===== src/rtl/hamming_cost_gen.sv =====
// hamming_cost_gen: candidate-cost generator for binary (census) block matching.
// Accepts one reference block, scans every candidate offset of the search
// window (v ascending, h descending), and streams ref^candidate plus its
// saturated popcount, one candidate per cycle, three cycles after each read.
//
// Ports:
//   clk, reset                 clock, synchronous active-high reset
//   ref_bits, blk_index_i      reference block and its index (ref_valid/ref_ready)
//   cand_rd_en, cand_addr      candidate read strobe and {v,h} offset
//   cand_data                  candidate bits, valid the cycle after cand_rd_en
//   xors, sum, out_coords,
//   blk_index_o, sum_valid     result stream to the minimum-distance finder
//   busy                       scanner not idle
module hamming_cost_gen #(
  parameter int unsigned BLK_W        = 16,
  parameter int unsigned BLK_H        = 16,
  parameter int unsigned SEARCH_BLK_W = 64,
  parameter int unsigned SEARCH_BLK_H = 20
) (
  input  logic                     clk,
  input  logic                     reset,
  input  logic [BLK_W*BLK_H-1:0]   ref_bits,
  input  logic [15:0]              blk_index_i,
  input  logic                     ref_valid,
  output logic                     ref_ready,
  output logic                     cand_rd_en,
  output logic [15:0]              cand_addr,
  input  logic [BLK_W*BLK_H-1:0]   cand_data,
  output logic [BLK_W*BLK_H-1:0]   xors,
  output logic [7:0]               sum,
  output logic [15:0]              out_coords,
  output logic [15:0]              blk_index_o,
  output logic                     sum_valid,
  output logic                     busy
);

  localparam int unsigned BLK_SIZE  = BLK_W * BLK_H;
  localparam int unsigned N_H       = SEARCH_BLK_W - BLK_W;
  localparam int unsigned N_V       = SEARCH_BLK_H - BLK_H;
  localparam int unsigned NPART     = BLK_SIZE / 16;
  localparam int unsigned SUM_W     = $clog2(BLK_SIZE + 1);
  localparam int unsigned DRAIN_CYC = 3;

  typedef enum logic [1:0] {IDLE, SCAN, DRAIN} state_t;

  state_t                state_q;
  logic [7:0]            v_q, h_q;
  logic [1:0]            drain_cnt_q;
  logic [BLK_SIZE-1:0]   ref_q;
  logic [15:0]           idx_q;
  logic                  ref_ready_q, busy_q, rd_en_q;

  // Stage 1: coordinates/index delayed to line up with cand_data arrival
  logic                  s1_valid_q;
  logic [15:0]           s1_coords_q, s1_idx_q;
  // Stage 2: XOR vector and 16-bit partial popcounts
  logic                  s2_valid_q;
  logic [15:0]           s2_coords_q, s2_idx_q;
  logic [BLK_SIZE-1:0]   s2_xors_q;
  logic [4:0]            s2_part_q [NPART];
  // Output stage
  logic                  sum_valid_q;
  logic [15:0]           out_coords_q, blk_index_q;
  logic [BLK_SIZE-1:0]   xors_q;
  logic [7:0]            sum_q;

  logic [BLK_SIZE-1:0]   xor_c;
  logic [4:0]            part_c [NPART];
  logic [SUM_W-1:0]      total_c;
  logic [7:0]            sat_c;

  function automatic logic [4:0] pop16(input logic [15:0] x);
    logic [4:0] c;
    c = '0;
    for (int i = 0; i < 16; i++) c = c + 5'(x[i]);
    return c;
  endfunction

  // Scan controller: accept, raster the window, then drain the pipeline
  always_ff @(posedge clk) begin
    if (reset) begin
      state_q     <= IDLE;
      v_q         <= '0;
      h_q         <= '0;
      drain_cnt_q <= '0;
      ref_q       <= '0;
      idx_q       <= '0;
      ref_ready_q <= 1'b1;
      busy_q      <= 1'b0;
      rd_en_q     <= 1'b0;
    end else begin
      case (state_q)
        IDLE: begin
          if (ref_valid && ref_ready_q) begin
            ref_q       <= ref_bits;
            idx_q       <= blk_index_i;
            v_q         <= '0;
            h_q         <= 8'(N_H - 1);
            rd_en_q     <= 1'b1;
            ref_ready_q <= 1'b0;
            busy_q      <= 1'b1;
            state_q     <= SCAN;
          end
        end
        SCAN: begin
          // {n_v-1, 0} must be the final read: the consumer keys end-of-block on it
          if (v_q == 8'(N_V - 1) && h_q == '0) begin
            rd_en_q     <= 1'b0;
            drain_cnt_q <= 2'(DRAIN_CYC - 1);
            state_q     <= DRAIN;
          end else if (h_q == '0) begin
            h_q <= 8'(N_H - 1);
            v_q <= v_q + 8'd1;
          end else begin
            h_q <= h_q - 8'd1;
          end
        end
        DRAIN: begin
          if (drain_cnt_q == '0) begin
            ref_ready_q <= 1'b1;
            busy_q      <= 1'b0;
            state_q     <= IDLE;
          end else begin
            drain_cnt_q <= drain_cnt_q - 2'd1;
          end
        end
        default: state_q <= IDLE;
      endcase
    end
  end

  // XOR against the latched reference and form partial popcounts
  always_comb begin
    xor_c = ref_q ^ cand_data;
    for (int p = 0; p < NPART; p++) part_c[p] = pop16(xor_c[p*16 +: 16]);
  end

  // Sum partials; anything above 255 saturates
  always_comb begin
    total_c = '0;
    for (int p = 0; p < NPART; p++) total_c = total_c + SUM_W'(s2_part_q[p]);
    sat_c = (total_c > SUM_W'(255)) ? 8'hFF : 8'(total_c);
  end

  // Result pipeline; data registers only load with a valid candidate
  always_ff @(posedge clk) begin
    if (reset) begin
      s1_valid_q   <= 1'b0;
      s1_coords_q  <= '0;
      s1_idx_q     <= '0;
      s2_valid_q   <= 1'b0;
      s2_coords_q  <= '0;
      s2_idx_q     <= '0;
      s2_xors_q    <= '0;
      for (int p = 0; p < NPART; p++) s2_part_q[p] <= '0;
      sum_valid_q  <= 1'b0;
      out_coords_q <= '0;
      blk_index_q  <= '0;
      xors_q       <= '0;
      sum_q        <= '0;
    end else begin
      s1_valid_q  <= rd_en_q;
      s2_valid_q  <= s1_valid_q;
      sum_valid_q <= s2_valid_q;
      if (rd_en_q) begin
        s1_coords_q <= {v_q, h_q};
        s1_idx_q    <= idx_q;
      end
      if (s1_valid_q) begin
        s2_coords_q <= s1_coords_q;
        s2_idx_q    <= s1_idx_q;
        s2_xors_q   <= xor_c;
        for (int p = 0; p < NPART; p++) s2_part_q[p] <= part_c[p];
      end
      if (s2_valid_q) begin
        out_coords_q <= s2_coords_q;
        blk_index_q  <= s2_idx_q;
        xors_q       <= s2_xors_q;
        sum_q        <= sat_c;
      end
    end
  end

  assign ref_ready   = ref_ready_q;
  assign busy        = busy_q;
  assign cand_rd_en  = rd_en_q;
  assign cand_addr   = {v_q, h_q};
  assign xors        = xors_q;
  assign sum         = sum_q;
  assign out_coords  = out_coords_q;
  assign blk_index_o = blk_index_q;
  assign sum_valid   = sum_valid_q;

endmodule


===== config.mk =====
export PLATFORM = sky130hd
export DESIGN_NAME = hamming_cost_gen
export DESIGN_NICKNAME = d
export VERILOG_FILES = /design/src/rtl/hamming_cost_gen.sv
export SDC_FILE = /design/constraint.sdc
export NUM_CORES = 2
export LEC_CHECK = 0
export ABC_AREA = 1
export ABC_CLOCK_PERIOD_IN_PS = 11650
export BUFFER_PORTS_ARGS = -buffer_cell sky130_fd_sc_hd__buf_2
export CAP_MARGIN = 20
export CORE_ASPECT_RATIO = 0.5
export CORE_MARGIN = 2
export CORE_UTILIZATION = 25
export DETAILED_ROUTE_END_ITERATION = 8
export PLACE_DENSITY_LB_ADDON = 0.3
export SLEW_MARGIN = 10
export SYNTH_ARGS = -nofsm -noshare
export SYNTH_HDL_FRONTEND = slang
export SYNTH_SLANG_ARGS = --single-unit

===== constraint.sdc =====
create_clock -name clk -period 11.65 [get_ports clk]
set_clock_uncertainty 0.05 [all_clocks]
set_input_delay 0 -clock clk [delete_from_list [all_inputs] [get_ports clk]]
set_output_delay 0 -clock clk [all_outputs]
set_load 0.01 [all_outputs]

# After elaboration in Yosys (flattened, before gate mapping)
# Memory sizes are Yosys's and may differ from the RTL's.
# Cells that the tools add are included.
# totals
ramBits	80
n_memories	1
wordCells	366
regBits	914
# memory_table
memory	words	width	read_ports	rd_clocked_by_memory_dff	write_ports	line	rtl
s2_part_q	16	5	16	0	16	60	logic [4:0] s2_part_q [NPART];
# classes
add_sub_neg	258
bitwise_logic	17
eq_ne	9
reduce_logical	15
order_cmp	1
n_mux	44
# op_table
operator	n
$add A5 B1 Y5	176
$xor A256 B256 Y256	1
$add A9 B5 Y9	11
$add A4 B1 Y5	16
$mux W5	16
$add A3 B1 Y4	16
$mux W8	7
$add A2 B1 Y3	16
$add A1 B1 Y2	16
$pmux W8 S2	2
$or A1 B1 Y1	16
$reduce_and A3 Y1	5
$ne A2 B2 Y1 const B	6
$mux W1	10
$add A8 B5 Y9	1
$gt A9 B8 Y1 const B	1
$add A7 B5 Y8	1
$add A8 B1 Y8 const B	1
$eq A8 B2 Y1 const B	1
$logic_not A8 Y1	1
$mux W2	4
$sub A8 B1 Y8 const B	1
$add A6 B5 Y7	1
$add A5 B5 Y6	1
other kinds (11)	17

# Longest topological paths before layout
# logic_depth
depth_word	17
ltp_mapped	22
depth_no_buf	22

# Worst setup path after synthesis
# OpenSTA, ideal clock, no wires.
# synth_timing
kind	reg-to-reg
start	memory s2_part_q[14][2], in the netlist s2_part_q[1][32]
end	register sum_q[0], in the netlist sum[0]
stages_incl_launch_ff	20
setup_time_ps	115
arrival_time_ps	4884
path_slack_ps	6600
required_ps	11485
synth_period_minus_slack_ps	5050
path_buffers	0
cell_sequence	edfxtp_1 -> fa_1 -> inv_1 -> fa_1 -> inv_1 -> fa_1 -> fa_1 -> fa_1 -> inv_1 -> fa_1 -> inv_1 -> ha_1 -> inv_1 -> fa_1 -> o21ai_0 -> nand2_1 -> nand3_1 -> nand2_1 -> o21ai_0 -> inv_1
# synth_lines
item	line	rtl
from (decl)	60	
to (signal assigned)	179	sum_q <= sat_c;
to (decl)	65	logic [7:0] sum_q;

==> run metrics <==
Synth Area per Inst 8.584 um2; first-pass GRT wire length 236.5 mm; drt pass-1 iters 5; latest clock arrival within the worst-skew pair 0.71 ns; Synth top area share 41.41%; Hold Crit Depth 4; Combinational Power Share a little over half; unrepaired setup endpoints after global routing no; die height 301.3 um; Final ANT Viol Nets 0; Worst-Margin Slew 1.035 ns; Bufs on Longest Clock Path 3; max-cap viol count 0; Worst Path Max Fanout 6; Final min period 5.453 ns; Switching Fraction 41.22%; Port Buf Inserts 846; Post-route DRC 0; crit path DAT around 6 ns; CTS clk-pin slew, worst paths 0.06 ns; die area roughly 0.18 mm2; Mapped Cells 5147; commonest cells in the synthesized netlist nor2_1, dfxtp_1, o21ai_0, inv_1, nand3_1; Seq cells post-synth 994; total track usage about 17%; f_max about 0.18 GHz; placed instance area 0.05034 mm2; layout cells sized above 1 16.33%; initial antenna violation count 18; CTS resizes 0; Yosys cell types 36; top-count cell post-synth nor2_1; register area 0.02070 mm2; H-tree level count 3; Fillers 18354; pwr dens 263.4 mW/mm2; vias in the first global route 38651; critical path type reg2reg; CTS tree built; clock share of power 22.3%; Synth Flop Type dfxtp_1; Final Max Tran Viols 0; Sink Count a little under 1000; 1st-iter DRT viols ~2700; Synth warnings 0; final setup violation count 0; final WL 158.8 mm; maximum VDD drop 0.0008094 V; multi-input logic area 0.02021 mm2; Area Overhead vs Synth 36.54%; Yosys top cell by area dfxtp_1; Internal 0.009339 W; HP Class in2reg; Post-DP HPWL approximately 110 mm; Num CTS Buffers 101; largest net degree at the start of global routing 236; startpoint types register; gpl congestion 0.8319; period utilization between 40 and 50%; sequential cell fraction of total power 25.0%; Min Hold Slack about 0.027 ns; post-DR vias/cell 4.370; total number of vias around 39000; Nets 7306; Initial Utilization about a quarter; Slew headroom 30.99%; Fin Setup TNS 0 ns; postcts setup bufs 0; CTS root buf clkbuf_16; Pleak 27.48 nW; register area share after synthesis 46.85%; Worst Path Required 12.21 ns; asr flop ratio synth 0%; cell area after synthesis 0.04418 mm2; NetSw about 0.0065 W; number of flops mapped to enable cells by yosys 80; R2R depth 19; average wire per standard cell 17.78 um; io pins 847; outcome finished, final reports clean; row cnt between 100 and 150; critical path endpoint category register; synth top area cells dfxtp_1, nor2_1, fa_1; GRT overflow 0; Die X-Extent 598.5 um; fin area 0.06033 mm2; Mapped Nets 6006; Final Hold Viols 0; # hold bufs at CTS around 630; Core ar. approximately 0.18 mm2
==> registers in the layout (all words and copies together), names as in the netlist, 80 cells and up <==
signal	count
ref_q	256
s2_xors_q	256
xors	256
s2_part_q	80
==> power groups by stage <==
| stage | clock network, W | registers [W] | logic [W] |
|---|---|---|---|
| after floorplan | 0 | 0.00404 | 0.00617 |
| after CTS | 0.00361 | 0.00397 | 0.00855 |
| final | 0.00354 | 0.00397 | 0.00838 |
| after detailed placement | 0 | 0.00405 | 0.00830 |
| after global routing | 0.00376 | 0.00401 | 0.00993 |
| after global placement | 0 | 0.00404 | 0.00829 |
==> kinds of logic after synthesis <==
family,count (synthesis),synth area share (%)
AOI/OAI and AO/OA,1019,11.67
xor gates and xnor gates,262,5.194
adders and majority gates,328,13.13
buffers and inverters,829,7.465
DFF,994,46.85
and+or+nand+nor,1715,15.70
==> final timing paths <==
path	from	endpoint	slack, ns
min reg2reg	drain_cnt_q[0]$_SDFFE_PP0P_	drain_cnt_q[0]$_SDFFE_PP0P_	0.38
max	s2_part_q[1][32]$_SDFFCE_PP0P_	sum[2]$_SDFFE_PP0P_	6.20
max reg2reg	s2_part_q[1][32]$_SDFFCE_PP0P_	sum[2]$_SDFFE_PP0P_	6.20
min	ref_bits[113]	ref_q[113]$_SDFFE_PP0P_	0.03
==> cell type report <==
| type | instances | area share [%] |
|---|---|---|
| inverter | 522 | 3.310 |
| antenna | 15 | 0.06222 |
| timing repair buffer | 1504 | 17.93 |
| clock buffer | 144 | 4.928 |
| multi-input combinational | 3324 | 33.49 |
| sequential | 994 | 34.32 |
| clock inverter | 46 | 1.012 |
| tap | 2386 | 4.949 |
==> cell usage in the layout (no fill, tap or decap), types with 11 or more instances in the layout <==
master	n
o21ai_0	894
xor2_1	34
clkinv_2	18
clkbuf_16	104
fa_1	226
ha_1	102
bufinv_16	11
nand2_1	145
nor2_1	1222
xnor2_1	228
clkbuf_8	22
inv_1	514
diode_2	15
a21o_1	16
dlygate4sd3_1	633
dfxtp_1	913
clkbuf_1	18
a21oi_1	102
edfxtp_1	80
buf_2	846
nand3_1	323
buf_4	21
==> per-layer routing <==
metal | share of wire (%) | up-vias | wire length [um] | global-route usage (%)
li1 | - | 18996 | - | -
met1 | 39 | 18719 | 61530 | 19.30
met2 | 50 | 858 | 80110 | 30.23
met3 | 2.9 | 468 | 4538 | 2.226
met4 | 7.9 | 6 | 12610 | 11.83
met5 | 0.026 | - | 41 | 0
==> through the flow <==
step | setup WS [ns] | std cells | util (%) | power, W
2_1_floorplan | 6.600 | 5147 | - | 0.01021
3_3_place_gp | 6.200 | 8096 | 28.59 | 0.01233
3_5_place_dp | 6.173 | 8096 | 28.59 | 0.01235
4_1_cts | 6.167 | 8919 | 34.23 | 0.01614
5_1_grt | 5.821 | 8932 | 34.26 | 0.01770
6_report | 6.197 | 8935 | 34.26 | 0.01589
==> critical path: stages (launching register included) <==
cell      delay, ns
edfxtp_1       0.40
fa_1           0.55
inv_1          0.05
fa_1           0.52
inv_1          0.06
fa_1           0.47
fa_1           0.52
fa_1           0.55
inv_1          0.05
fa_1           0.46
inv_1          0.06
ha_1           0.21
inv_1          0.07
fa_1           0.40
o21ai_0        0.31
nand2_1        0.14
nand3_1        0.10
nand2_1        0.14
o21ai_0        0.19
inv_1          0.05
(Power assumes the default switching activity.)
